<file path="src/rtl/chimp_pkg.sv">
// Shared chimp game definitions: state encodings used by the controller,
// the chimp datapath and the VGA drawer.
package chimp_pkg;

    localparam int unsigned STATE_W   = 3;
    localparam int unsigned STRIKES_W = 3;

    typedef enum logic [STATE_W-1:0] {
        ST_IDLE     = 3'd0,
        ST_LOAD     = 3'd1,
        ST_SHOW     = 3'd2,
        ST_CHOOSE   = 3'd3,
        ST_LEVEL_UP = 3'd4,
        ST_LOST     = 3'd5,
        ST_WIN      = 3'd6
    } chimp_state_e;

endpackage

</file>
<file path="src/rtl/chimp_game_ctrl.sv">
// Chimp memory-game controller: sequences tile loading, reveal, player
// choice checking, strikes, level progression and win/loss.
module chimp_game_ctrl
    import chimp_pkg::*;
#(
    parameter  int unsigned MAX_LEVEL   = 31,
    parameter  int unsigned START_LEVEL = 4,
    parameter  int unsigned STRIKES     = 3,
    localparam int unsigned NW          = $clog2(MAX_LEVEL + 1)
) (
    input  logic                 clk,
    input  logic                 iResetn,
    input  logic                 iEnter,
    input  logic [NW-1:0]        iPressNum,
    input  logic                 iLoadAck,
    output logic [STATE_W-1:0]   oState,
    output logic                 oLoadReq,
    output logic [NW-1:0]        oLoadIdx,
    output logic [NW-1:0]        oLevel,
    output logic [NW-1:0]        oExpected,
    output logic [STRIKES_W-1:0] oStrikes,
    output logic [NW-1:0]        oScore,
    output logic                 oLost,
    output logic                 oWin
);

    localparam logic [NW-1:0]        LVL_START = NW'(START_LEVEL);
    localparam logic [NW-1:0]        LVL_MAX   = NW'(MAX_LEVEL);
    localparam logic [NW-1:0]        ONE       = NW'(1);
    localparam logic [STRIKES_W-1:0] STRK_MAX  = STRIKES_W'(STRIKES);

    chimp_state_e         state, state_n;
    logic [NW-1:0]        level, level_n;
    logic [NW-1:0]        idx, idx_n;
    logic [NW-1:0]        expected, expected_n;
    logic [STRIKES_W-1:0] strikes, strikes_n, strikes_inc;
    logic [NW-1:0]        score, score_n;

    // State and counter registers
    always_ff @(posedge clk or negedge iResetn) begin
        if (!iResetn) begin
            state    <= ST_IDLE;
            level    <= LVL_START;
            idx      <= ONE;
            expected <= ONE;
            strikes  <= '0;
            score    <= '0;
        end else begin
            state    <= state_n;
            level    <= level_n;
            idx      <= idx_n;
            expected <= expected_n;
            strikes  <= strikes_n;
            score    <= score_n;
        end
    end

    // Next-state and counter update logic; counters saturate rather than wrap
    always_comb begin
        state_n     = state;
        level_n     = level;
        idx_n       = idx;
        expected_n  = expected;
        strikes_n   = strikes;
        score_n     = score;
        strikes_inc = (strikes < STRK_MAX) ? strikes + STRIKES_W'(1) : strikes;

        case (state)
            ST_IDLE: begin
                if (iEnter) begin
                    state_n   = ST_LOAD;
                    level_n   = LVL_START;
                    strikes_n = '0;
                    score_n   = '0;
                    idx_n     = ONE;
                end
            end
            ST_LOAD: begin
                if (iLoadAck) begin
                    if (idx < level) idx_n   = idx + ONE;
                    else             state_n = ST_SHOW;
                end
            end
            ST_SHOW: begin
                if (iEnter) begin
                    state_n    = ST_CHOOSE;
                    expected_n = ONE;
                end
            end
            ST_CHOOSE: begin
                // A press always wins over a concurrent iEnter
                if (iPressNum != '0) begin
                    if (iPressNum == expected) begin
                        if (expected < level) expected_n = expected + ONE;
                        else                  state_n    = ST_LEVEL_UP;
                    end else begin
                        strikes_n = strikes_inc;
                        if (strikes_inc == STRK_MAX) begin
                            state_n = ST_LOST;
                        end else begin
                            state_n = ST_LOAD;
                            idx_n   = ONE;
                        end
                    end
                end
            end
            ST_LEVEL_UP: begin
                score_n = (score < LVL_MAX) ? score + ONE : score;
                if (level >= LVL_MAX) begin
                    state_n = ST_WIN;
                end else begin
                    level_n = level + ONE;
                    state_n = ST_LOAD;
                    idx_n   = ONE;
                end
            end
            ST_LOST, ST_WIN: begin
                if (iEnter) state_n = ST_IDLE;
            end
            default: state_n = ST_IDLE;
        endcase
    end

    // Outputs come straight from registers or decode of the state register
    assign oState    = state;
    assign oLoadReq  = (state == ST_LOAD);
    assign oLoadIdx  = idx;
    assign oLevel    = level;
    assign oExpected = expected;
    assign oStrikes  = strikes;
    assign oScore    = score;
    assign oLost     = (state == ST_LOST);
    assign oWin      = (state == ST_WIN);

endmodule

</file>
<file path="config.mk">
export PLATFORM = sky130hd
export DESIGN_NAME = chimp_game_ctrl
export DESIGN_NICKNAME = d
export VERILOG_FILES = /design/src/rtl/chimp_pkg.sv /design/src/rtl/chimp_game_ctrl.sv
export SDC_FILE = /design/constraint.sdc
export NUM_CORES = 1
export LEC_CHECK = 0
export CAP_MARGIN = 20
export CORE_UTILIZATION = 40
export DETAILED_ROUTE_END_ITERATION = 10
export GPL_ROUTABILITY_DRIVEN = 0
export PLACE_DENSITY = 0.74
export SLEW_MARGIN = 30
export SYNTH_ARGS = -nofsm -noshare
export SYNTH_HDL_FRONTEND = slang
export SYNTH_SLANG_ARGS = --single-unit
export TNS_END_PERCENT = 100
</file>
<file path="constraint.sdc">
create_clock -name clk -period 2.2 [get_ports clk]
set_input_delay 0.55 -clock clk [delete_from_list [all_inputs] [get_ports clk]]
set_output_delay 0.55 -clock clk [all_outputs]
set_load 0.005 [all_outputs]
</file>
# After elaboration in Yosys (flattened, before gate mapping)
# Cells that the tools add are included.
word_totals:
  register_bits: 26
  wordCells: 84
classes:
  n_addsub: 5
  n_lt_le_gt_ge: 5
  eq_ne: 22
  n_mux: 33
  reduce_logical: 13
ops:
  columns: ["op", "count"]
  rows:
  - ["two-way mux 5 bit", 14]
  - ["two-way mux 3 bit", 13]
  - ["one-hot mux 5 bit (2 select lines)", 3]
  - ["inequality test 2 bit (second input constant)", 12]
  - ["adder 5 x 1 -> 5 bit (second input constant)", 4]
  - ["one-hot mux 5 bit (4 select lines)", 1]
  - ["one-hot mux 3 bit (6 select lines)", 1]
  - ["< comparator 5 bit", 2]
  - ["equality test 3 x 2 -> 1 bit (second input constant)", 3]
  - ["equality test 3 bit (second input constant)", 3]
  - ["AND reduction 8 bit", 1]
  - ["AND reduction 7 bit", 1]
  - ["one-hot mux 3 bit (2 select lines)", 1]
  - ["AND reduction 3 bit", 2]
  - ["nonzero test 2 bit", 3]
  - ["equality test 5 bit", 1]
  - [">= comparator 5 bit (second input constant)", 1]
  - ["< comparator 5 bit (second input constant)", 1]
  - ["AND reduction 5 bit", 1]
  - ["nonzero test 5 bit", 1]
  - ["AND reduction 4 bit", 1]
  - ["nonzero test 4 bit", 1]
  - ["adder 3 x 1 -> 3 bit (second input constant)", 1]
  - ["equality test 3 x 1 -> 1 bit (second input constant)", 1]
  - ["other kinds (5)", 5]

# Longest topological paths before layout
# Gate-level depths: netlist (run 1).
depth:
  ltp_word: 7
  ltp_mapped: 8
  depth_no_buf: 8

# Worst setup path before layout (run 1)
# No wires, ideal clock.
synth_path:
  kind: "flip-flop to flip-flop"
  from: "register level[2], in the netlist oLevel[2]"
  to: "register state[1], in the netlist oState[1]"
  setup_time_ns: 0.126
  t_arrival_ns: 2.129
  slack_ns: -0.055
  path_stages_with_launch: 9
  path_buffers: 0
  period_less_slack_ns: 2.255
  path_cell_list: "dfstp_2 -> inv_1 -> ha_1 -> o211ai_1 -> o21ai_0 -> or3_2 -> o2111a_2 -> a21o_1 -> a221o_1"
synth_via:
  elab_chain_cells: 3
  elab_cells_between_ends: 8
  classes_between: "3 x order compare; 2 x eq/ne; 2 x mux; 1 x reduce/logical"
synth_lines:
  columns: ["element", "line_no", "rtl"]
  rows:
  - ["from (decl)", "chimp_game_ctrl.sv:33", "logic [NW-1:0] level, level_n;"]
  - ["from (signal assigned)", "chimp_game_ctrl.sv:50", "level <= level_n;"]
  - ["< comparator 5 bit (tied with other cells)", "chimp_game_ctrl.sv:94", "if (expected < level) expected_n = expected + ONE;"]
  - ["inequality test 3 bit (no line) (tied with other cells)", null, null]
  - ["AND reduction 7 bit (no line) or one-hot mux 3 bit (6 select lines) (tied branches)", null, null]
  - ["to (signal assigned)", "chimp_game_ctrl.sv:49", "state <= state_n;"]
  - ["to (decl)", "chimp_game_ctrl.sv:32", "chimp_state_e state, state_n;"]
# Parallel ways exist; a longest one is shown, timed or not.
# A chain may end at the register's enable or synchronous reset.

# Worst setup path in the final report (run 1)
layout_path:
  from: "input port iPressNum[4]"
  to: "register state[1], in the netlist oState[1]"
layout_via:
  elab_chain_cells: 4
  elab_cells_between_ends: 8
  classes_between: "3 x eq/ne; 3 x mux; 2 x reduce/logical"
layout_lines:
  columns: ["element", "line_no", "rtl"]
  rows:
  - ["from (decl)", "chimp_game_ctrl.sv:14", "input logic [NW-1:0] iPressNum,"]
  - ["equality test 5 bit", "chimp_game_ctrl.sv:93", "if (iPressNum == expected) begin"]
  - ["two-way mux 3 bit", "chimp_game_ctrl.sv:93", null]
  - ["two-way mux 3 bit", "chimp_game_ctrl.sv:92", "if (iPressNum != '0) begin"]
  - ["one-hot mux 3 bit (6 select lines)", "chimp_game_ctrl.sv:68", "case (state)"]
# Parallel ways exist; a longest one is shown, timed or not. The select of a mux whose other input is x is not followed.

==> run_results.csv, run 1 <==
group,metric,value,unit
placement,place_inst,318,
clock_network,cts_sinks,26,
power_and_ir_drop,power_density,1144,mW/mm^2
clock_network,htree_levels,1,
layout,multi_input_area,0.001195,sq mm
floorplanning,die_w,69.53,um
global_routing,grt_start_max_net_pins,27,
power_and_ir_drop,p_total,3.115,mW
logic_synthesis,synthFlopType,"dfrtp_1",
clock_network,postCtsHoldBufs,0,
setup_path,r2r_end,"oState[1]$_DFFE_PN0P_",
setup_path,endpoint_kind,"flop",
logic_synthesis,synthCells,198,
timing,layout_min_cycle_time,2.194,ns
setup_path,rr_worst_depth,9,
clock_network,cts_buffers,3,
clock_network,clockBufferDepth,2,
logic_synthesis,netlist_area,0.001824,sq mm
placement,io_buffers,37,
setup_path,worst-r2r-setup-slack,0.04,ns
global_routing,grt_pass1_vias,1656,
clock_network,cts_root_buf,"clkbuf_8",
layout,seq_area,658.1,sq um
logic_synthesis,synthArstFlopShare,1.000,
detailed_routing,ant_nets,0,
timing,hold_viol_final,0,
logic_synthesis,ys_warn_count,0,
power_and_ir_drop,ir_drop,440.1,uV
min_path,hold_path_class,"flop to flop",
layout,final_cells,332,
layout,antennaDiodeCount,0,
logic_synthesis,ys_types,51,
layout,areaGrowthSynthToFinish,49.31,%
setup_path,required,2.37,ns
detailed_routing,vias,1838,
setup_path,crit_path_start_kind,"primary input",
setup_path,crit_type,"primary input to flop",
detailed_routing,vias_per_cell,5.536,
timing,fmax,455.9,MHz
floorplanning,dieArea,0.004834,sq mm
layout,nFillCells,371,
detailed_routing,route.detailed.drc,0,
global_routing,grt_use_total,0.2038,
logic_synthesis,yosysSeqAreaShare,0.3587,
floorplanning,start_util,0.4190,
clock_network,clk_pin_slew,0.09,ns
floorplanning,design.core.area,0.004354,sq mm
timing,fin_crit_sh,0.9971,
setup_path,cp-startpoint,"iPressNum[4]",
layout,drive_above_1_share,0.2964,
timing,finalClockSkew,0.003168,ns
global_routing,grt_first_pass_wirelength,7.872,mm
detailed_routing,dr.pass1.iters,4,
clock_network,insertion_delay,0.28,ns
logic_synthesis,synth_seq_cells,26,
setup_path,worstPathArrival,2.36,ns
setup_path,r2r-start,"oLevel[2]$_DFFE_PN1P_",
power_and_ir_drop,cellLeakagePower,1.255,nW
logic_synthesis,syn_area_per_cell,9.213,sq um
setup_path,cp-endpoint,"oState[1]$_DFFE_PN0P_",
detailed_routing,drtIter0Drc,181,
global_routing,antenna_found_initial,0,
logic_synthesis,synth_nets,221,
timing,setup_viol,0,
setup_path,critPathMaxFanout,2,
clock_network,tritoncts,"yes",
detailed_routing,wl,4.851,mm
timing,slew_violations,0,
placement,dp_hpwl,3.571,mm
floorplanning,fp.dieH,69.53,um
floorplanning,row_count,24,
timing,worstMarginPinSlew,0.4086,ns
floorplanning,ios,38,
job,cap_violations,0,
run_status,status,"finished clean",
global_routing,grt.overflow.total,0,
logic_synthesis,synth_edf_count,0,
layout,nets,304,
detailed_routing,route.detailed.wl_per_inst,14.61,um
min_path,holdPathStages,1,
timing,relSlewSlack,0.7268,
cell usage after synthesis, drive strengths merged (2+ instances only):
library cell,n,area share
o31ai,3,0.012
a22oi,3,0.012
nand3,4,0.011
or3,4,0.015
nor3,3,0.0082
a21oi,9,0.025
a22o,4,0.019
o21ai,13,0.036
dfstp,3,0.043
inv,12,0.025
a31oi,4,0.017
o211ai,2,0.0082
or2,2,0.0069
nor2b,4,0.014
nand4,8,0.027
xor2,9,0.043
ha,14,0.096
nor2,13,0.027
nand2,14,0.029
dfrtp,23,0.32
and2,3,0.010
nor3b,3,0.012
buf,3,0.015
and3,7,0.024
o22ai,2,0.0069
mux2,2,0.012
mux2i,4,0.022
nand2b,5,0.017
cells by family after synthesis:
group           count (synthesis)  share of synthesized area
xor+xnor                        9                    0.04321
mux                             6                    0.03429
buf+inv                        15                    0.03978
simple gates                   75                     0.2263
fa+ha+maj                      14                    0.09602
compound gates                 53                     0.2016
flops                          26                     0.3587
cells in the final DEF, fill, tap and decap left out, types with 6 or more instances in the layout:
cell / synthesis / final
a21oi_1: 9 / 7
ha_1: 14 / 11
clkdlybuf4s50_1: 0 / 33
and3_1: 7 / 6
buf_4: 0 / 42
nand4_1: 8 / 8
nor2_1: 13 / 13
dfrtp_1: 23 / 20
o21ai_0: 12 / 11
xor2_1: 9 / 9
inv_1: 12 / 8
nand2_1: 14 / 13
what timing repair did:
action | CTS | global route
resized for setup | 13 | 19
setup endpoints to repair | 14 | 18
gates cloned | 0 | 0
pin swaps | 2 | 7
buffers inserted | 2 | 8
metal layers:
layer	track usage	wire (um)	up-vias
met4	0.07029	94	0
met1	0.2860	2254	883
met2	0.3236	2302	47
met5	0	0	-
met3	0.02616	199	7
li1	-	-	901
how the worst min path moves through the flow:
stage	start	end	slack, ns
finish	oLoadIdx[0]$_DFFE_PN1P_	oLoadIdx[0]$_DFFE_PN1P_	0.53
global route	oLoadIdx[0]$_DFFE_PN1P_	oLoadIdx[0]$_DFFE_PN1P_	0.55
CTS	oLoadIdx[0]$_DFFE_PN1P_	oLoadIdx[0]$_DFFE_PN1P_	0.54
detailed placement	oLoadIdx[0]$_DFFE_PN1P_	oLoadIdx[0]$_DFFE_PN1P_	0.52
global placement	oLoadIdx[0]$_DFFE_PN1P_	oLoadIdx[0]$_DFFE_PN1P_	0.51
floorplan	iResetn	oExpected[1]$_DFFE_PN0P_	0.25
cell type report:
class,instances,area share
Tap cell,52,0.02389
Sequential cell,26,0.2416
Multi-Input combinational cell,157,0.4387
Timing Repair Buffer,81,0.2582
Clock buffer,4,0.02021
Inverter,12,0.01746
where the power goes:
group	total, mW	internal (mW)	switching, mW
clock network	0.325	0.161	0.164
registers	0.790	0.627	0.163
logic	2.00	1.11	0.895
worst max-delay path, stage by stage:
cell,delay [ns]
dlygate4sd2_1,0.25
or4_4,0.54
or2_1,0.25
o2111a_2,0.29
a21o_1,0.18
a221o_1,0.30
state kept, by name (all words and copies together), names as in the netlist:
signal,flops
oExpected,5
oLevel,5
oLoadIdx,5
oScore,5
oState,3
oStrikes,3
through the flow:
step	TNS (ns)	hold WS [ns]	instance area, sq um	worst slack (ns)	utilization
2_1_floorplan	0	0.2544	1832	0.009673	-
3_3_place_gp	-4.900	0.5104	2495	-0.4342	0.5730
3_5_place_dp	-5.295	0.5203	2495	-0.4777	0.5730
4_1_cts	-0.01664	0.5352	2579	-0.01664	0.5922
5_1_grt	-0.01855	0.5491	2724	-0.01855	0.6256
6_report	0	0.5259	2724	0.006357	0.6256
No activity file was read; power rests on OpenSTA's default activity.
==> run 2, diff against run 1 <==
- PLACE_DENSITY: 0.74 -> 0.72
- clock period: 2.2 -> 2.5 ns (I/O delays scaled with it)
==> run 2 against run 1 <==
Setup slack better by 0.094 ns. Sequential power down 8.0%. Via count down 6.6%. Non-clock buffer count down 25. Cell count down 7.5%. Clock skew up 0.0010 ns. Largest cell class unchanged.
==> run_results.csv, run 2 (synthesized netlist as in run 1, its figures left out) <==
group,metric,value,unit
run_status,status,"finished clean",
setup_path,cp-endpoint,"oState[1]$_DFFE_PN0P_",
detailed_routing,vias_per_cell,5.593,
detailed_routing,route.detailed.drc,0,
placement,dp_hpwl,3.417,mm
layout,nets,279,
layout,areaGrowthSynthToFinish,34.23,%
clock_network,postCtsHoldBufs,0,
floorplanning,start_util,0.4190,
power_and_ir_drop,ir_drop,325.0,uV
timing,holdWs,0.5202,ns
power_and_ir_drop,cellLeakagePower,1.111,nW
clock_network,cts_setup_buffers,0,
global_routing,grt_start_max_net_pins,27,
global_routing,grt_use_total,0.1988,
setup_path,critical_path.max_stage_delay,0.54,ns
floorplanning,ios,38,
detailed_routing,vias,1717,
setup_path,path_cells,"clkdlybuf4s50_1 > or4_4 > or2_4 > o2111a_2 > a21o_1 > a221o_1",
clock_network,insertion_delay,0.27,ns
layout,drive_above_1_share,0.1647,
floorplanning,fp.dieH,69.53,um
detailed_routing,drtIter0Drc,89,
setup_path,rr_worst_depth,8,
timing,relSlewSlack,0.6933,
layout,final_cells,307,
detailed_routing,ant_nets,0,
global_routing,grt_first_pass_wirelength,7.679,mm
timing,worstMarginPinSlew,0.4541,ns
setup_path,cp_top_family,"simple AND/OR/NAND/NOR gates",
setup_path,cp-startpoint,"iPressNum[1]",
setup_path,critPathMaxFanout,2,
min_path,hold_path_class,"flop to flop",
setup_path,path_buf_inv,1,
detailed_routing,dr.pass1.iters,4,
timing,layout_min_cycle_time,2.400,ns
job,cap_violations,0,
setup_path,crit_type,"primary input to flop",
layout,nFillCells,410,
timing,hold_viol_final,0,
clock_network,clockBufferDepth,2,
setup_path,r2r_end,"oState[1]$_DFFE_PN0P_",
floorplanning,dieArea,0.004834,sq mm
setup_path,endpoint_kind,"flop",
timing,fmax,416.6,MHz
setup_path,required,2.66,ns
layout,design_area,0.002449,sq mm
clock_network,clk_pin_slew,0.09,ns
clock_network,htree_levels,1,
detailed_routing,route.detailed.wl_per_inst,14.31,um
layout,seq_area,655.6,sq um
floorplanning,die_w,69.53,um
setup_path,worstPathArrival,2.56,ns
placement,io_buffers,37,
setup_path,slowest_stage,"or4_4",
timing,fin_crit_sh,0.9601,
global_routing,grt_pass1_vias,1633,
clock_network,cts_buffers,3,
setup_path,r2r-start,"oLevel[2]$_DFFE_PN1P_",
global_routing,grt.overflow.total,0,
placement,post_dp_cell_area,0.002375,sq mm
floorplanning,design.core.area,0.004354,sq mm
setup_path,crit_path_start_kind,"primary input",
detailed_routing,wl,4.393,mm
setup_path,cp.depth,6,
placement,place_inst,303,
timing,finalClockSkew,0.004204,ns
clock_network,cts_root_buf,"clkbuf_8",
global_routing,antenna_found_initial,0,
power_and_ir_drop,power_density,968.4,mW/mm^2
timing,setup_viol,0,
layout,multi_input_area,0.001111,sq mm
layout,antennaDiodeCount,0,
clock_network,tritoncts,"yes",
floorplanning,row_count,24,
timing,slew_violations,0,
layout,layout_common_cells,"clkdlybuf4s50_1, dfrtp_1, buf_4",
layout,final_common_cell,"clkdlybuf4s50_1",
clock_network,cts_sinks,26,
setup_path,worst-r2r-setup-slack,0.18,ns
## run 2: metal layers
layer / GRT usage / vias up / part of all wire
met1: 0.2753 / 816 / 0.47
met4: 0.06803 / 0 / 0.013
met3: 0.02326 / 4 / 0.046
li1: - / 850 / -
met2: 0.3215 / 47 / 0.47
met5: 0 / - / 0
## run 2: how the worst min path moves through the flow
stage | from | to | slack [ns] | depth (start not counted)
floorplan | iResetn | oExpected[1]$_DFFE_PN0P_ | 0.33 | 0
global placement | oLoadIdx[0]$_DFFE_PN1P_ | oLoadIdx[0]$_DFFE_PN1P_ | 0.51 | 1
detailed placement | oLoadIdx[0]$_DFFE_PN1P_ | oLoadIdx[0]$_DFFE_PN1P_ | 0.51 | 1
CTS | oLoadIdx[0]$_DFFE_PN1P_ | oLoadIdx[0]$_DFFE_PN1P_ | 0.53 | 1
global route | oLoadIdx[0]$_DFFE_PN1P_ | oLoadIdx[0]$_DFFE_PN1P_ | 0.54 | 1
finish | oLoadIdx[0]$_DFFE_PN1P_ | oLoadIdx[0]$_DFFE_PN1P_ | 0.52 | 1
## run 2: final cells by class
cell class,count,share of cell area
well taps,52,0.02657
multi-input cells,157,0.4538
clock buffers,4,0.02248
inverters,12,0.01840
flip-flops and latches,26,0.2678
repair buffers,56,0.2110
## run 2: per-stage QoR
step | setup WS (ns) | total power [mW] | setup TNS [ns] | utilization
after floorplan | 0.2178 | 1.484 | 0 | -
after global routing | -0.002068 | 2.585 | -0.002068 | 0.5624
after detailed placement | -0.2207 | 2.084 | -1.561 | 0.5454
after global placement | -0.2046 | 2.059 | -1.321 | 0.5454
after CTS | 0.02419 | 2.373 | 0 | 0.5580
final | 0.09987 | 2.371 | 0 | 0.5624
## run 2: where the power goes
group / internal [mW] / switching, mW / total [mW]
clock network: 0.141 / 0.133 / 0.274
registers: 0.548 / 0.179 / 0.727
logic: 0.741 / 0.629 / 1.37
## run 2: timing repair
item,in CTS,in global routing
gates resized for setup,0,8
hold endpoints to repair,0,0
endpoints found under the setup margin,0,7
==> run 3, diff against run 2 <==
- CORE_UTILIZATION: 40 -> 35
- PLACE_DENSITY: 0.72 -> 0.65
==> run 3 against run 2 <==
Combinational power about the same. Global-route usage fell by 2.2 points. Sequential share of layout area fell by 0.50 points.
==> run_results.csv, run 3 (synthesized netlist as in run 1, its figures left out) <==
group,metric,value,unit
run_status,status,"finished clean",
clock_network,cts_sinks,26,
setup_path,critPathMaxFanout,2,
min_path,hold_path_class,"flop to flop",
setup_path,r2r-start,"oLevel[2]$_DFFE_PN1P_",
power_and_ir_drop,switching_power,946.4,uW
global_routing,grt_pass1_vias,1488,
detailed_routing,ant_nets,0,
min_path,hold_start,"oLoadIdx[0]$_DFFE_PN1P_",
floorplanning,design.core.area,0.004880,sq mm
setup_path,cp_top_family,"simple AND/OR/NAND/NOR gates",
clock_network,cts_root_buf,"clkbuf_8",
timing,grt_setup_unrepaired,"false",
floorplanning,die_w,74.20,um
setup_path,critical_path.max_stage_delay,0.54,ns
timing,fin_crit_sh,0.9632,
layout,final_common_cell,"clkdlybuf4s50_1",
setup_path,path_cells,"clkdlybuf4s50_1 > or4_4 > or2_0 > nor2b_1 > and3_1 > nand4_1 > mux2_2",
timing,relSlewSlack,0.6960,
setup_path,crit_path_start_kind,"primary input",
detailed_routing,vias,1683,
clock_network,insertion_delay,0.28,ns
layout,drive_above_1_share,0.1667,
power_and_ir_drop,switching_share,0.3845,
floorplanning,fp.dieH,74.20,um
floorplanning,row_count,25,
layout,nets,282,
detailed_routing,drtIter0Drc,61,
clock_network,clockBufferDepth,2,
detailed_routing,route.detailed.wl_per_inst,13.52,um
global_routing,antenna_found_initial,0,
timing,holdWs,0.5235,ns
power_and_ir_drop,p_int,1.515,mW
setup_path,path_buf_inv,1,
floorplanning,ios,38,
power_and_ir_drop,cellLeakagePower,1.129,nW
setup_path,rr_worst_depth,8,
floorplanning,dieArea,0.005505,sq mm
timing,slew_violations,0,
clock_network,htree_levels,1,
timing,fmax,415.3,MHz
setup_path,required,2.67,ns
detailed_routing,vias_per_cell,5.178,
placement,io_buffers,37,
global_routing,grt_start_max_net_pins,27,
layout,nFillCells,491,
global_routing,grt.overflow.total,0,
detailed_routing,wl,4.394,mm
power_and_ir_drop,power_density,986.5,mW/mm^2
layout,antennaDiodeCount,0,
setup_path,worstPathArrival,2.58,ns
job,cap_violations,0,
layout,design_area,0.002495,sq mm
layout,multi_input_area,0.001104,sq mm
placement,post_dp_cell_area,0.002416,sq mm
setup_path,r2r_end,"oState[1]$_DFFE_PN0P_",
timing,hold_viol_final,0,
timing,finalClockSkew,0.002848,ns
power_and_ir_drop,combPwrFrac,0.568,
min_path,min_to,"oLoadIdx[0]$_DFFE_PN1P_",
placement,dp_hpwl,3.441,mm
layout,layout_common_cells,"clkdlybuf4s50_1, dfrtp_1, buf_4",
clock_network,clk_pin_slew,0.09,ns
power_and_ir_drop,seqPwrFrac,0.289,
setup_path,worst-r2r-setup-slack,0.11,ns
detailed_routing,route.detailed.drc,0,
setup_path,slowest_stage,"or4_4",
global_routing,grt_first_pass_wirelength,7.314,mm
timing,setup_viol,0,
detailed_routing,dr.pass1.iters,4,
timing,layout_min_cycle_time,2.408,ns
layout,areaGrowthSynthToFinish,36.76,%
setup_path,endpoint_kind,"flop",
clock_network,tritoncts,"yes",
clock_network,cts_buffers,3,
timing,worstMarginPinSlew,0.4525,ns
power_and_ir_drop,ir_drop,418.7,uV
power_and_ir_drop,clock_power_share,0.143,
global_routing,grt_use_total,0.1763,
setup_path,crit_type,"primary input to flop",
floorplanning,start_util,0.3738,
layout,seq_area,655.6,sq um
min_path,holdPathStages,1,
-- run 3: cell count changes in the layout (fill, tap and decap cells not counted), sizes merged --
cell / delta
buf: +3
bufinv: +1
clkbuf: -1
-- run 3: stage by stage --
step / util / setup WS (ns) / cells / setup TNS [ns] / total power, mW
final: 0.5113 / 0.09201 / 325 / 0 / 2.461
after floorplan: - / 0.2178 / 198 / 0 / 1.484
after detailed placement: 0.4951 / -0.2103 / 321 / -1.321 / 2.108
after global placement: 0.4951 / -0.2042 / 321 / -1.263 / 2.089
after CTS: 0.5097 / 0.05190 / 325 / 0 / 2.471
after global routing: 0.5113 / 0.004196 / 325 / 0 / 2.672
-- run 3: timing repair --
item                                    CTS  global route
gates resized for setup                   0             3
buffers inserted                          0             0
endpoints found under the setup margin    0             4
hold buffers                              0             0
-- run 3: worst reg2reg max path, stage by stage (launching register included) --
cell and delay [ns]:
dfstp_2 0.58, inv_1 0.09, ha_1 0.28, o211ai_1 0.09, o21ai_0 0.16, or3_2 0.44
o2111a_2 0.18, a21o_1 0.17, a221o_1 0.28
-- run 3: layout make-up --
cell class | instances | share of cell area
multi-input combinational | 157 | 0.4423
sequential | 26 | 0.2628
tap | 67 | 0.03360
inverter | 12 | 0.01805
clock buffer | 3 | 0.01655
timing repair buffer | 59 | 0.2146
clock inverter | 1 | 0.01204
-- run 3: how the worst max path moves through the flow --
stage | startpoint | end | slack [ns] | cells after the start
after global placement | iPressNum[1] | oExpected[3]$_DFFE_PN0P_ | -0.20 | 7
after detailed placement | iPressNum[1] | oStrikes[0]$_DFFE_PN0P_ | -0.21 | 8
after CTS | oState[2]$_DFFE_PN0P_ | oLoadReq | 0.05 | 4
after global routing | oLevel[2]$_DFFE_PN1P_ | oState[1]$_DFFE_PN0P_ | 0.004 | 8
after floorplan | iPressNum[1] | oExpected[3]$_DFFE_PN0P_ | 0.22 | 6
final | iPressNum[1] | oExpected[3]$_DFFE_PN0P_ | 0.09 | 7
-- run 3: power by group through the flow --
stage	sequential, mW	combinational (mW)	clock, mW
after floorplan	0.705	0.779	0
after global placement	0.715	1.37	0
after detailed placement	0.716	1.39	0
after CTS	0.709	1.40	0.364
after global routing	0.736	1.55	0.382
final	0.711	1.40	0.353
-- run 3: routing by layer --
layer / global-route usage / vias up / routed length (um)
met4: 0.07265 / 0 / 69
met1: 0.2487 / 779 / 2174
li1: - / 861 / -
met2: 0.2697 / 38 / 1985
met3: 0.02575 / 5 / 165
met5: 0 / - / 0
